### config.mk
export PLATFORM = sky130hd
export DESIGN_NAME = interconn_rxq_flat
export DESIGN_NICKNAME = d
export VERILOG_FILES = /design/src/rtl/interconn_rxq_if.sv /design/src/rtl/interconn_rxq.sv /design/src/flat_wrapper.sv
export SDC_FILE = /design/constraint.sdc
export NUM_CORES = 1
export LEC_CHECK = 0
export BUFFER_PORTS_ARGS = -buffer_cell sky130_fd_sc_hd__buf_2
export CORE_MARGIN = 3
export CORE_UTILIZATION = 55
export DETAILED_ROUTE_END_ITERATION = 16
export HOLD_SLACK_MARGIN = 0.05
export PLACE_DENSITY = 0.81
export SLEW_MARGIN = 20
export SYNTH_ARGS = -nofsm -noshare
export SYNTH_HDL_FRONTEND = slang
export SYNTH_SLANG_ARGS = --single-unit
### constraint.sdc
create_clock -name clk -period 4 [get_ports clk]
set_input_delay 0.2 -clock clk [delete_from_list [all_inputs] [get_ports clk]]
set_output_delay 0.2 -clock clk [all_outputs]
set_load 0.005 [all_outputs]
### src/rtl/interconn_rxq_if.sv
// Bundle of the receive-queue bus signals: interconnect input, local write port, memory write port, status.
// Optional RXQ_COLLISION_DET_EN adds the coll status signal.
interface interconn_rxq_if #(
    parameter int unsigned N     = 8,
    parameter int unsigned W     = 64,
    parameter int unsigned BADDR = 15,
    parameter int unsigned DEPTH = 4
);
    localparam int unsigned CW = $clog2(DEPTH) + 1;

    logic [N-1:0]     rx_from;
    logic             rx_en;
    logic [BADDR-1:0] rx_addr;
    logic [W-1:0]     rx_word;
    logic             loc_en;
    logic [BADDR-1:0] loc_addr;
    logic [W-1:0]     loc_word;
    logic             loc_rdy;
    logic             mem_we;
    logic [BADDR-1:0] mem_addr;
    logic [W-1:0]     mem_wdata;
    logic [N-1:0]     last_src;
    logic [CW-1:0]    count;
    logic             full;
    logic             ovf;
`ifdef RXQ_COLLISION_DET_EN
    logic             coll;
`endif

    modport master (
`ifdef RXQ_COLLISION_DET_EN
        input  coll,
`endif
        output rx_from, rx_en, rx_addr, rx_word, loc_en, loc_addr, loc_word,
        input  loc_rdy, mem_we, mem_addr, mem_wdata, last_src, count, full, ovf
    );

    modport slave (
`ifdef RXQ_COLLISION_DET_EN
        output coll,
`endif
        input  rx_from, rx_en, rx_addr, rx_word, loc_en, loc_addr, loc_word,
        output loc_rdy, mem_we, mem_addr, mem_wdata, last_src, count, full, ovf
    );
endinterface

### src/rtl/interconn_rxq.sv
// Per-MVU receive queue: buffers interconnect words and merges them with local writes onto one memory port.
// Optional RXQ_COLLISION_DET_EN flags rx words whose source one-hot is zero or multi-hot.
module interconn_rxq #(
    parameter int unsigned N        = 8,
    parameter int unsigned W        = 64,
    parameter int unsigned BADDR    = 15,
    parameter int unsigned DEPTH    = 4,
    parameter int unsigned MAXSTALL = 8
) (
    input logic            clk,
    input logic            clr,
    interconn_rxq_if.slave bus
);
    localparam int unsigned CW = $clog2(DEPTH) + 1;
    localparam int unsigned PW = $clog2(DEPTH);
    localparam int unsigned SW = $clog2(MAXSTALL + 1);

    typedef struct packed {
        logic [N-1:0]     src;
        logic [BADDR-1:0] addr;
        logic [W-1:0]     word;
    } entry_t;

    entry_t           fifo_q [DEPTH];
    entry_t           fifo_d [DEPTH];
    logic [PW-1:0]    wr_ptr_q, wr_ptr_d, rd_ptr_q, rd_ptr_d;
    logic [CW-1:0]    count_q, count_d;
    logic             full_q, full_d;
    logic             ovf_q, ovf_d;
    logic [SW-1:0]    stall_q, stall_d;
    logic             mem_we_q, mem_we_d;
    logic [BADDR-1:0] mem_addr_q, mem_addr_d;
    logic [W-1:0]     mem_wdata_q, mem_wdata_d;
    logic [N-1:0]     last_src_q, last_src_d;
    logic             empty, loc_gnt, pop, push, drop;
    entry_t           head;

    // Arbitration, FIFO bookkeeping and memory-port selection.
    always_comb begin
        empty       = (count_q == '0);
        head        = fifo_q[rd_ptr_q];
        loc_gnt     = 1'b0;
        pop         = 1'b0;
        stall_d     = '0;
        fifo_d      = fifo_q;
        wr_ptr_d    = wr_ptr_q;
        rd_ptr_d    = rd_ptr_q;
        mem_we_d    = 1'b0;
        mem_addr_d  = mem_addr_q;
        mem_wdata_d = mem_wdata_q;
        last_src_d  = last_src_q;

        if (empty) begin
            loc_gnt = bus.loc_en;
        end else if (bus.loc_en && (stall_q < SW'(MAXSTALL))) begin
            loc_gnt = 1'b1;
            stall_d = stall_q + SW'(1);
        end else begin
            pop = 1'b1;
        end

        // A full FIFO still accepts a word when the head leaves in the same cycle.
        push = bus.rx_en && (!full_q || pop);
        drop = bus.rx_en && full_q && !pop;

        if (push) begin
            fifo_d[wr_ptr_q] = '{src: bus.rx_from, addr: bus.rx_addr, word: bus.rx_word};
            wr_ptr_d         = wr_ptr_q + PW'(1);
        end

        if (pop) begin
            rd_ptr_d    = rd_ptr_q + PW'(1);
            mem_we_d    = 1'b1;
            mem_addr_d  = head.addr;
            mem_wdata_d = head.word;
            last_src_d  = head.src;
        end else if (loc_gnt) begin
            mem_we_d    = 1'b1;
            mem_addr_d  = bus.loc_addr;
            mem_wdata_d = bus.loc_word;
        end

        count_d = count_q + CW'(push) - CW'(pop);
        full_d  = (count_d == CW'(DEPTH));
        ovf_d   = ovf_q | drop;
    end

    // Queue storage needs no reset; occupancy is tracked by the control registers.
    always_ff @(posedge clk) begin
        fifo_q <= fifo_d;
    end

    always_ff @(posedge clk or posedge clr) begin
        if (clr) begin
            wr_ptr_q    <= '0;
            rd_ptr_q    <= '0;
            count_q     <= '0;
            full_q      <= 1'b0;
            ovf_q       <= 1'b0;
            stall_q     <= '0;
            mem_we_q    <= 1'b0;
            mem_addr_q  <= '0;
            mem_wdata_q <= '0;
            last_src_q  <= '0;
        end else begin
            wr_ptr_q    <= wr_ptr_d;
            rd_ptr_q    <= rd_ptr_d;
            count_q     <= count_d;
            full_q      <= full_d;
            ovf_q       <= ovf_d;
            stall_q     <= stall_d;
            mem_we_q    <= mem_we_d;
            mem_addr_q  <= mem_addr_d;
            mem_wdata_q <= mem_wdata_d;
            last_src_q  <= last_src_d;
        end
    end

`ifdef RXQ_COLLISION_DET_EN
    logic coll_q, coll_d;

    // Zero or multiple source bits means the interconnect OR-merged senders.
    always_comb begin
        coll_d = coll_q;
        if (bus.rx_en && ((bus.rx_from == '0) || ((bus.rx_from & (bus.rx_from - N'(1))) != '0))) begin
            coll_d = 1'b1;
        end
    end

    always_ff @(posedge clk or posedge clr) begin
        if (clr) coll_q <= 1'b0;
        else     coll_q <= coll_d;
    end

    assign bus.coll = coll_q;
`endif

    assign bus.loc_rdy   = bus.loc_en & loc_gnt;
    assign bus.mem_we    = mem_we_q;
    assign bus.mem_addr  = mem_addr_q;
    assign bus.mem_wdata = mem_wdata_q;
    assign bus.last_src  = last_src_q;
    assign bus.count     = count_q;
    assign bus.full      = full_q;
    assign bus.ovf       = ovf_q;
endmodule
### src/flat_wrapper.sv
// flat-port wrapper written by rule: the top's interface ports become plain ports
module interconn_rxq_flat 
#(
    parameter int unsigned N        = 8,
    parameter int unsigned W        = 64,
    parameter int unsigned BADDR    = 15,
    parameter int unsigned DEPTH    = 4,
    parameter int unsigned MAXSTALL = 8
)
  (clk, clr, bus_rx_from, bus_rx_en, bus_rx_addr, bus_rx_word, bus_loc_en, bus_loc_addr, bus_loc_word, bus_loc_rdy, bus_mem_we, bus_mem_addr, bus_mem_wdata, bus_last_src, bus_count, bus_full, bus_ovf);
  interconn_rxq_if #(.N(N), .W(W), .BADDR(BADDR), .DEPTH(DEPTH)) bus_i ();
  input logic clk;
  input logic clr;
  input wire logic [$bits(bus_i.rx_from)-1:0] bus_rx_from;
  input wire logic [$bits(bus_i.rx_en)-1:0] bus_rx_en;
  input wire logic [$bits(bus_i.rx_addr)-1:0] bus_rx_addr;
  input wire logic [$bits(bus_i.rx_word)-1:0] bus_rx_word;
  input wire logic [$bits(bus_i.loc_en)-1:0] bus_loc_en;
  input wire logic [$bits(bus_i.loc_addr)-1:0] bus_loc_addr;
  input wire logic [$bits(bus_i.loc_word)-1:0] bus_loc_word;
  output wire logic [$bits(bus_i.loc_rdy)-1:0] bus_loc_rdy;
  output wire logic [$bits(bus_i.mem_we)-1:0] bus_mem_we;
  output wire logic [$bits(bus_i.mem_addr)-1:0] bus_mem_addr;
  output wire logic [$bits(bus_i.mem_wdata)-1:0] bus_mem_wdata;
  output wire logic [$bits(bus_i.last_src)-1:0] bus_last_src;
  output wire logic [$bits(bus_i.count)-1:0] bus_count;
  output wire logic [$bits(bus_i.full)-1:0] bus_full;
  output wire logic [$bits(bus_i.ovf)-1:0] bus_ovf;
  assign bus_i.rx_from = bus_rx_from;
  assign bus_i.rx_en = bus_rx_en;
  assign bus_i.rx_addr = bus_rx_addr;
  assign bus_i.rx_word = bus_rx_word;
  assign bus_i.loc_en = bus_loc_en;
  assign bus_i.loc_addr = bus_loc_addr;
  assign bus_i.loc_word = bus_loc_word;
  assign bus_loc_rdy = bus_i.loc_rdy;
  assign bus_mem_we = bus_i.mem_we;
  assign bus_mem_addr = bus_i.mem_addr;
  assign bus_mem_wdata = bus_i.mem_wdata;
  assign bus_last_src = bus_i.last_src;
  assign bus_count = bus_i.count;
  assign bus_full = bus_i.full;
  assign bus_ovf = bus_i.ovf;
  interconn_rxq #(.N(N), .W(W), .BADDR(BADDR), .DEPTH(DEPTH), .MAXSTALL(MAXSTALL)) u_core (.clk(clk), .clr(clr), .bus(bus_i));
endmodule
## Word level (Yosys, flattened, before mapping)

Index checks and enable logic that the tools add are counted.

| operators by class | value |
|---|---|
| add/subtract/negate cells | 5 |
| order comparisons | 4 |
| eq/ne operators | 1 |
| mux-type cells | 18 |
| bitwise gates (word level) | 4 |
| reductions and logical operators | 10 |

Operator list:

| kind | count |
|---|---|
| $bwmux W348 | 1 |
| $mux W87 | 3 |
| $bmux W87 S2 | 1 |
| $demux W87 S2 | 1 |
| $mux W64 | 2 |
| $mux W15 | 2 |
| $mux W4 | 2 |
| $ge A3 B3 Y1 const B | 2 |
| $mux W1 | 6 |
| $not A2 Y3 | 2 |
| $logic_and A1 B1 Y1 | 5 |
| $add A2 B1 Y2 const B | 2 |
| $add A4 B1 Y4 const B | 1 |
| $lt A4 B4 Y1 const B | 1 |
| $add A3 B1 Y3 | 1 |
| $eq A3 B3 Y1 const B | 1 |
| $logic_not A3 Y1 | 1 |
| $lt A3 B1 Y1 const B | 1 |
| $sub A3 B1 Y3 | 1 |
| $logic_not A1 Y1 | 2 |
| $reduce_bool A2 Y1 | 1 |
| $and A1 B1 Y1 | 1 |
| $logic_or A1 B1 Y1 | 1 |
| $or A1 B1 Y1 | 1 |

| storage, ports and cells | value |
|---|---|
| flip-flop bits (word level) | 449 |
| input port bits | 170 |
| output and inout port bits | 94 |
| word-level logic and storage cells | 64 |

## Longest topological paths before layout

Gate-level depths: netlist (run 1).

| logic depth | value |
|---|---|
| word-level depth | 9 |
| gate-level depth with buffers | 9 |
| mapped depth without buffers | 7 |

## Worst setup path before layout (run 1)

OpenSTA, ideal clock, no wires.

| timing path | value |
|---|---|
| path type | reg-to-reg |
| start point | register u_core.count_q[1], in the netlist u_core.bus.count[1] |
| end point | register u_core.fifo_q[0] (netlist name), enable pin |
| library setup time | 0.456 ns |
| data arrival time | 3.059 ns |
| data required time | 3.544 ns |
| path slack | 0.486 ns |
| cell stages (with the launch flop) | 6 |
| path buffers | 2 |
| period minus slack after synthesis | 3.514 ns |
| path through | dfrtp_1 or3_1 buf_2 buf_6 a21boi_2 and3b_1 |

| between the ends | value |
|---|---|
| word-level cells in the longest chain between the ends | 4 |

Ends and longest elaborated chain:

| item | RTL line | text |
|---|---|---|
| start, declared | interconn_rxq.sv:27 | `logic [CW-1:0] count_q, count_d;` |
| start signal, assigned | interconn_rxq.sv:108 | `count_q <= count_d;` |
| $logic_not A3 Y1 | interconn_rxq.sv:40 | `empty = (count_q == '0);` |
| $mux W1 | interconn_rxq.sv:53 | `if (empty) begin` |
| $logic_or A1 B1 Y1 | interconn_rxq.sv:63 | `push = bus.rx_en && (!full_q \|\| pop);` |
| $logic_and A1 B1 Y1 | interconn_rxq.sv:63 |  |
| end signal, assigned | interconn_rxq.sv:90 | `fifo_q <= fifo_d;` |
| end, declared | interconn_rxq.sv:24 | `entry_t fifo_q [DEPTH];` |

Every way passes these cells.
A chain may end at the register's enable or synchronous reset.

## Worst setup path after layout (run 1)

| timing path | value |
|---|---|
| start point | register u_core.count_q[0], in the netlist u_core.bus.count[0] |
| end point | output bus_loc_rdy |

| between the ends | value |
|---|---|
| word-level cells in the longest chain between the ends | 3 |

Ends and longest elaborated chain:

| item | RTL line | text |
|---|---|---|
| $logic_not A3 Y1 | interconn_rxq.sv:40 |  |
| $mux W1 | interconn_rxq.sv:53 |  |
| $and A1 B1 Y1 | interconn_rxq.sv:138 | `assign bus.loc_rdy = bus.loc_en & loc_gnt;` |
| end, declared | flat_wrapper.sv:21 | `output wire logic [$bits(bus_i.loc_rdy)-1:0] bus_loc_rdy;` |

Every way passes these cells.

==> results of run 1 <==
path summary, 6_finish.rpt:
| path | endpoint | slack [ns] |
|---|---|---|
| max | bus_loc_rdy | 1.36 |
| min | u_core.bus.mem_wdata[9] | 0.08 |
| max reg2reg | u_core.bus.full | 1.41 |
| min reg2reg | u_core.stall_q[0] | 0.47 |
| max in group asynchronous | u_core.bus.mem_wdata[3] | 2.68 |
| min in group asynchronous | u_core.bus.mem_wdata[28] | 0.33 |
power groups by stage:
stage	Combinational, mW	Clock, mW	Sequential (mW)
detailed placement	3.57	0	6.85
CTS	3.71	4.08	6.79
finish	3.70	4.03	6.81
global placement	3.49	0	6.81
floorplan	2.50	0	6.62
global route	3.98	4.28	6.91
cell families after synthesis:
group | after synthesis | synth area share
xor gates and xnor gates | 5 | 0.00256
buffers and inverters | 65 | 0.0208
AOI/OAI and AO/OA | 120 | 0.0600
DFF | 449 | 0.758
muxes | 95 | 0.120
and+or+nand+nor | 106 | 0.0329
adders and majority gates | 7 | 0.00556
through the flow:
stage	hold WS (ns)	setup WS, ns
2_1_floorplan	0.299	0.486
4_1_cts	0.0503	1.34
5_1_grt	0.0813	1.26
3_5_place_dp	0.345	1.43
6_report	0.0800	1.36
3_3_place_gp	0.330	1.54
per-layer routing:
metal | part of all wire | wire, µm | global-route usage
met4 | 0.026 | 1080 | 0.0768
met3 | 0.071 | 2920 | 0.0425
met2 | 0.52 | 21600 | 0.438
met1 | 0.38 | 15700 | 0.320
met5 | 0 | 0 | 0
timing repair:
item / in CTS / in global routing
resized for setup: 0 / 0
hold endpoints to repair: 456 / 0
hold buffers: 151 / 0
Yosys cell counts, types with 3 or more instances:
library cell,count
nor2_1,4
buf_1,6
a21oi_1,35
and3_1,45
nand2_1,41
a221o_1,79
ha_1,6
buf_2,18
nand2b_1,3
mux4_2,87
mux2_2,8
dfrtp_1,101
xnor2_1,3
inv_1,5
and3b_1,4
buf_6,12
clkbuf_1,24
edfxtp_1,348
flip-flops by register name, summed over array words and instances (netlist names):
signal / count
u_core.bus.count: 3
u_core.bus.ovf: 1
u_core.bus.last_src: 8
u_core.bus.mem_addr: 15
u_core.bus.mem_we: 1
u_core.rd_ptr_q: 2
u_core.bus.full: 1
u_core.wr_ptr_q: 2
u_core.bus.mem_wdata: 64
u_core.fifo_q: 348
u_core.stall_q: 4
worst max-delay path, cell delays in order (launching register included):
cell and delay [ns]:
dfrtp_1 0.42, or3_4 0.58, a21boi_4 0.67, buf_2 0.24
final cells by class:
| class | count | share of cell area |
|---|---|---|
| multi-input combinational | 333 | 0.175 |
| clock buffer | 60 | 0.0583 |
| antenna | 6 | 0.000688 |
| inverter | 5 | 0.000974 |
| tap | 390 | 0.0223 |
| sequential | 449 | 0.595 |
| timing repair buffer | 434 | 0.141 |
| clock inverter | 22 | 0.00745 |
==> flow_summary.toml, run 1 <==
[worst_setup_path]
path_class = "reg2out"
r2r-start = "u_core.bus.count[0]"
worstSetupStartpointType = "flop"
crit_required_ns = 3.80
crit_arrival_ns = 2.44
crit_start = "u_core.bus.count[0]"
path_max_fanout = 26
rr_worst_depth = 7
end_kind = "primary output"

[floorplan]
dieArea_um2 = 33300
pin_count = 264
num_rows = 63
die_y_um = 182
core_area_um2 = 30100
start_util = 0.568
die_w_um = 182

[logic_synthesis]
synth_area_um2 = 17100
synth-seq-cells = 449
synth_edf_count = 348
synthCells = 847
ys_seq_area_frac = 0.758
ys_types = 31
synth_area_leaders = "edfxtp_1, dfrtp_1, mux4_2"
synthArstFlopShare = 0.225
avgSynthCellArea_um2 = 20.2
synth_top_cell_area_share = 0.611
ys_warn_count = 0
synth_ff_type = "edfxtp_1"
synth_top_area_cell = "edfxtp_1"
syn_nets = 1024

[detailed_routing]
via_per_inst = 6.02
post_drt_wl_per_cell_um = 24.3
drt_pass1_iterations = 6
route.detailed.drc = 0
vias = 10200
ant_nets = 0
first_iter_violations = 942
drt-total-wl_mm = 41.3

[min_path]
worstHoldPathCells = 4
hold_path.class = "in2reg"
hold_start = "bus_loc_word[9]"

[clocking]
cts_buffers = 44
cts_tree = "built"
cts_buffer_depth = 3
post-cts-setup-buffer-count = 0
clk_pin_slew_ns = 0.06
cts_sinks = 449
htreeDepth = 2
clk_latency_ns = 0.54
clock-root-buffer = "clkbuf_16"

[pwr]
switching_share = 0.281
pwr-share-clk = 0.277
p_leak_nw = 8.33
switchingPower_mw = 4.09
powerDensity_nw_per_um2 = 666
ir_drop_v = 0.000493
finalPower_mw = 14.5
combPwrFrac = 0.255
p_seq_frac = 0.468
p_int_mw = 10.4

[job]
drv_cap = 0

[outcome]
status = "complete, no violations"

[finish]
nets = 1444
layout_common_cells = "edfxtp_1, buf_2, dlygate4sd3_1"
multi_input_area_um2 = 3810
final_common_cell = "edfxtp_1"
ff_latch_area_um2 = 13000
fin_area_um2 = 21800
utilization = 0.725
drive_gt1_frac = 0.349
area_growth_syn_to_layout_pct = 27.6
instances_no_fill = 1699
nFillCells = 1800

[sta]
fin_crit_ns = 2.64
setup_viol = 0
fin_skew_ns = 0.0193
clock.fmax_mhz = 378
slew_headroom = 0.317
hold_viol = 0
period_share = 0.661
report.final.slew_viol_count = 0
rsz0062_at_grt = "false"
tightest_slew_ns = 1.02
setup_tns_ns = 0

[grt]
grt_max_degree = 81
grt_antenna_before_repair = 6
grt_pass1_vias = 11000
grt_pass1_wl_mm = 63.7
grt.overflow.total = 0
grt_usage = 0.249

[place]
gp_routability_congestion = 0.751
hpwl_mm = 22.6
place_inst = 1460
placedInstanceArea_um2 = 18900
port_buffers = 263
(Power assumes the default switching activity.)
==> inputs of run 2 (changes only) <==
--- a/config.mk
+++ b/config.mk
@@ -5,12 +5,13 @@
 export SDC_FILE = /design/constraint.sdc
 export NUM_CORES = 1
 export LEC_CHECK = 0
+export ABC_AREA = 1
 export BUFFER_PORTS_ARGS = -buffer_cell sky130_fd_sc_hd__buf_2
 export CORE_MARGIN = 3
 export CORE_UTILIZATION = 55
 export DETAILED_ROUTE_END_ITERATION = 16
 export HOLD_SLACK_MARGIN = 0.05
-export PLACE_DENSITY = 0.81
+export PLACE_DENSITY = 0.8
 export SLEW_MARGIN = 20
 export SYNTH_ARGS = -nofsm -noshare
 export SYNTH_HDL_FRONTEND = slang
==> constraint.sdc (replaced) <==
create_clock -name clk -period 2.45 [get_ports clk]
set_input_delay 0.1225 -clock clk [delete_from_list [all_inputs] [get_ports clk]]
set_output_delay 0.1225 -clock clk [all_outputs]
set_load 0.005 [all_outputs]
==> flow_summary.toml, run 2 <==
[place]
hpwl_mm = 24.8
pre_cts_slack_ns = 0.274
gp_routability_congestion = 0.767
port_buffers = 263
placedInstanceArea_um2 = 19900
place_inst = 2222

[pwr]
finalPower_mw = 25.5
powerDensity_nw_per_um2 = 1100
ir_drop_v = 0.000725
p_leak_nw = 9.75

[worst_setup_path]
crit_required_ns = 2.33
path_buf_inv = 4
critPathTopFamily = "buffers and inverters"
path_common_cell = "buf_2"
path_max_fanout = 38
crit_end = "bus_loc_rdy"
end_kind = "primary output"
worstSetupStartpointType = "primary input"
crit_start = "bus_loc_en"
path_class = "in2out"
crit_arrival_ns = 2.09
slowest_delay_ns = 0.54
path_cells = "dlygate4sd3_1 -> buf_2 -> buf_4 -> nand3_1 -> nand2_2 -> buf_2"
cp_slowest_cell = "dlygate4sd3_1"
timing.rr.end = "u_core.bus.full"
cp.depth = 6
rrSetupSlack_ns = 0.26
rr_worst_depth = 10
r2r-start = "u_core.bus.count[2]"

[detailed_routing]
drt-total-wl_mm = 46.8
drt_pass1_iterations = 6
via_per_inst = 5.53
route.detailed.drc = 0
first_iter_violations = 1223
ant_nets = 0
vias = 13700
post_drt_wl_per_cell_um = 18.9

[floorplan]
die_y_um = 187
num_rows = 65
core_area_um2 = 32000
start_util = 0.564
pin_count = 264
dieArea_um2 = 35000
die_w_um = 187

[sta]
setup_viol = 0
report.final.slew_viol_count = 0
fin_crit_ns = 2.21
hold_viol = 0
period_share = 0.901
tightest_slew_ns = 0.821
rsz0062_at_grt = "false"
fin_skew_ns = 0.0196
slew_headroom = 0.453
layout_setup_ws_ns = 0.242
whs_ns = 0.273
clock.fmax_mhz = 453
setup_tns_ns = 0

[logic_synthesis]
synth_area_um2 = 18000
avgSynthCellArea_um2 = 11.4
synthArstFlopShare = 0.225
synth_area_leaders = "edfxtp_1, dfrtp_1, nand2_1"
ys_warn_count = 0
synth-seq-cells = 449
ys_seq_area_frac = 0.719
synth_most_common_cell = "nand2_1"
ys_types = 24
synth_ff_type = "edfxtp_1"
synth_top_area_cell = "edfxtp_1"
synth_commonest_cells = "nand2_1, nand3_1, edfxtp_1, dfrtp_1, inv_1"
synth_top_cell_area_share = 0.579
synth_edf_count = 348
synthCells = 1587
syn_nets = 1764

[finish]
area_growth_syn_to_layout_pct = 28.4
drive_gt1_frac = 0.190
instances_no_fill = 2474
final_common_cell = "nand2_1"
largest_reg_flops = 348
fin_area_um2 = 23200
layout_common_cells = "nand2_1, nand3_1, edfxtp_1"
largest-register = "u_core.fifo_q"
nets = 2179
utilization = 0.725

[clocking]
clk_pin_slew_ns = 0.07
clk_latency_ns = 0.54
clock-root-buffer = "clkbuf_16"
cts_tree = "built"
htreeDepth = 2
cts_buffer_depth = 3
cts_buffers = 44
cts_sinks = 449

[grt]
grt_antenna_before_repair = 3
grt_pass1_vias = 14000
grt.overflow.total = 0
grt_pass1_wl_mm = 74.2
grt_max_degree = 97
grt_usage = 0.265

[min_path]
hold_path.class = "in2async"

[job]
drv_cap = 0

[outcome]
status = "complete, no violations"
-- run 2: logic make-up (layout without fill, tap and decap cells) --
family                     Yosys count  count (layout)  share of synthesized area
other                                0               1                          0
and+or+nand+nor                    905             905                      0.216
DFF                                449             449                      0.719
adders and majority gates            7               7                    0.00527
AOI/OAI and AO/OA                   41              41                     0.0128
xor gates and xnor gates             1               1                   0.000486
buffers and inverters              184             635                     0.0458
-- run 2: how the worst min path moves through the flow --
| stage | from | endpoint | slack, ns | cells after the start |
|---|---|---|---|---|
| 5_1_grt | clr | u_core.bus.mem_wdata[32] | 0.31 | 3 |
| 3_5_place_dp | clr | u_core.bus.ovf | 0.27 | 2 |
| 2_1_floorplan | bus_rx_word[0] | u_core.fifo_q[0] | 0.22 | 0 |
| 4_1_cts | clr | u_core.rd_ptr_q[1] | 0.27 | 3 |
| 6_report | clr | u_core.bus.mem_wdata[32] | 0.27 | 3 |
| 3_3_place_gp | clr | u_core.bus.ovf | 0.26 | 2 |
-- run 2: final cells by class --
class / instances / area, µm²
sequential: 449 / 13000
multi-input combinational: 954 / 4290
clock buffer: 60 / 1330
clock inverter: 22 / 231
timing repair buffer: 465 / 3440
tap: 435 / 544
inverter: 88 / 343
fill: 1967 / 8800
antenna: 1 / 2.50
-- run 2: where the power goes --
group / leakage, nW / switching [mW] / internal (mW) / total (mW)
Clock: 0.757 / 2.82 / 4.25 / 7.07
Sequential: 4.40 / 0.851 / 10.0 / 10.9
Combinational: 4.60 / 4.89 / 2.63 / 7.52
Total: 9.75 / 8.56 / 16.9 / 25.5
-- run 2: worst reg2reg max path, cell delays in order (launching register included) --
cell and delay [ns]:
dfrtp_1 0.42, nor2_4 0.14, nand2_2 0.09, nand2_4 0.10, nand2_4 0.08, nand2_8 0.12
inv_1 0.06, ha_1 0.21, fa_1 0.48, or2_2 0.30, a21oi_1 0.12
-- run 2: what timing repair did --
item	in CTS	in global routing
buffers inserted	0	0
resized for setup	0	0
hold endpoints to repair	457	0
hold buffers	169	0
-- run 2: per-layer routing --
| layer | share of wire | up-vias | global-route usage |
|---|---|---|---|
| met5 | 0.00030 | - | 0 |
| met4 | 0.023 | 4 | 0.0869 |
| met3 | 0.088 | 103 | 0.0465 |
| met2 | 0.49 | 778 | 0.445 |
| met1 | 0.40 | 6524 | 0.354 |
| li1 | - | 6268 | - |
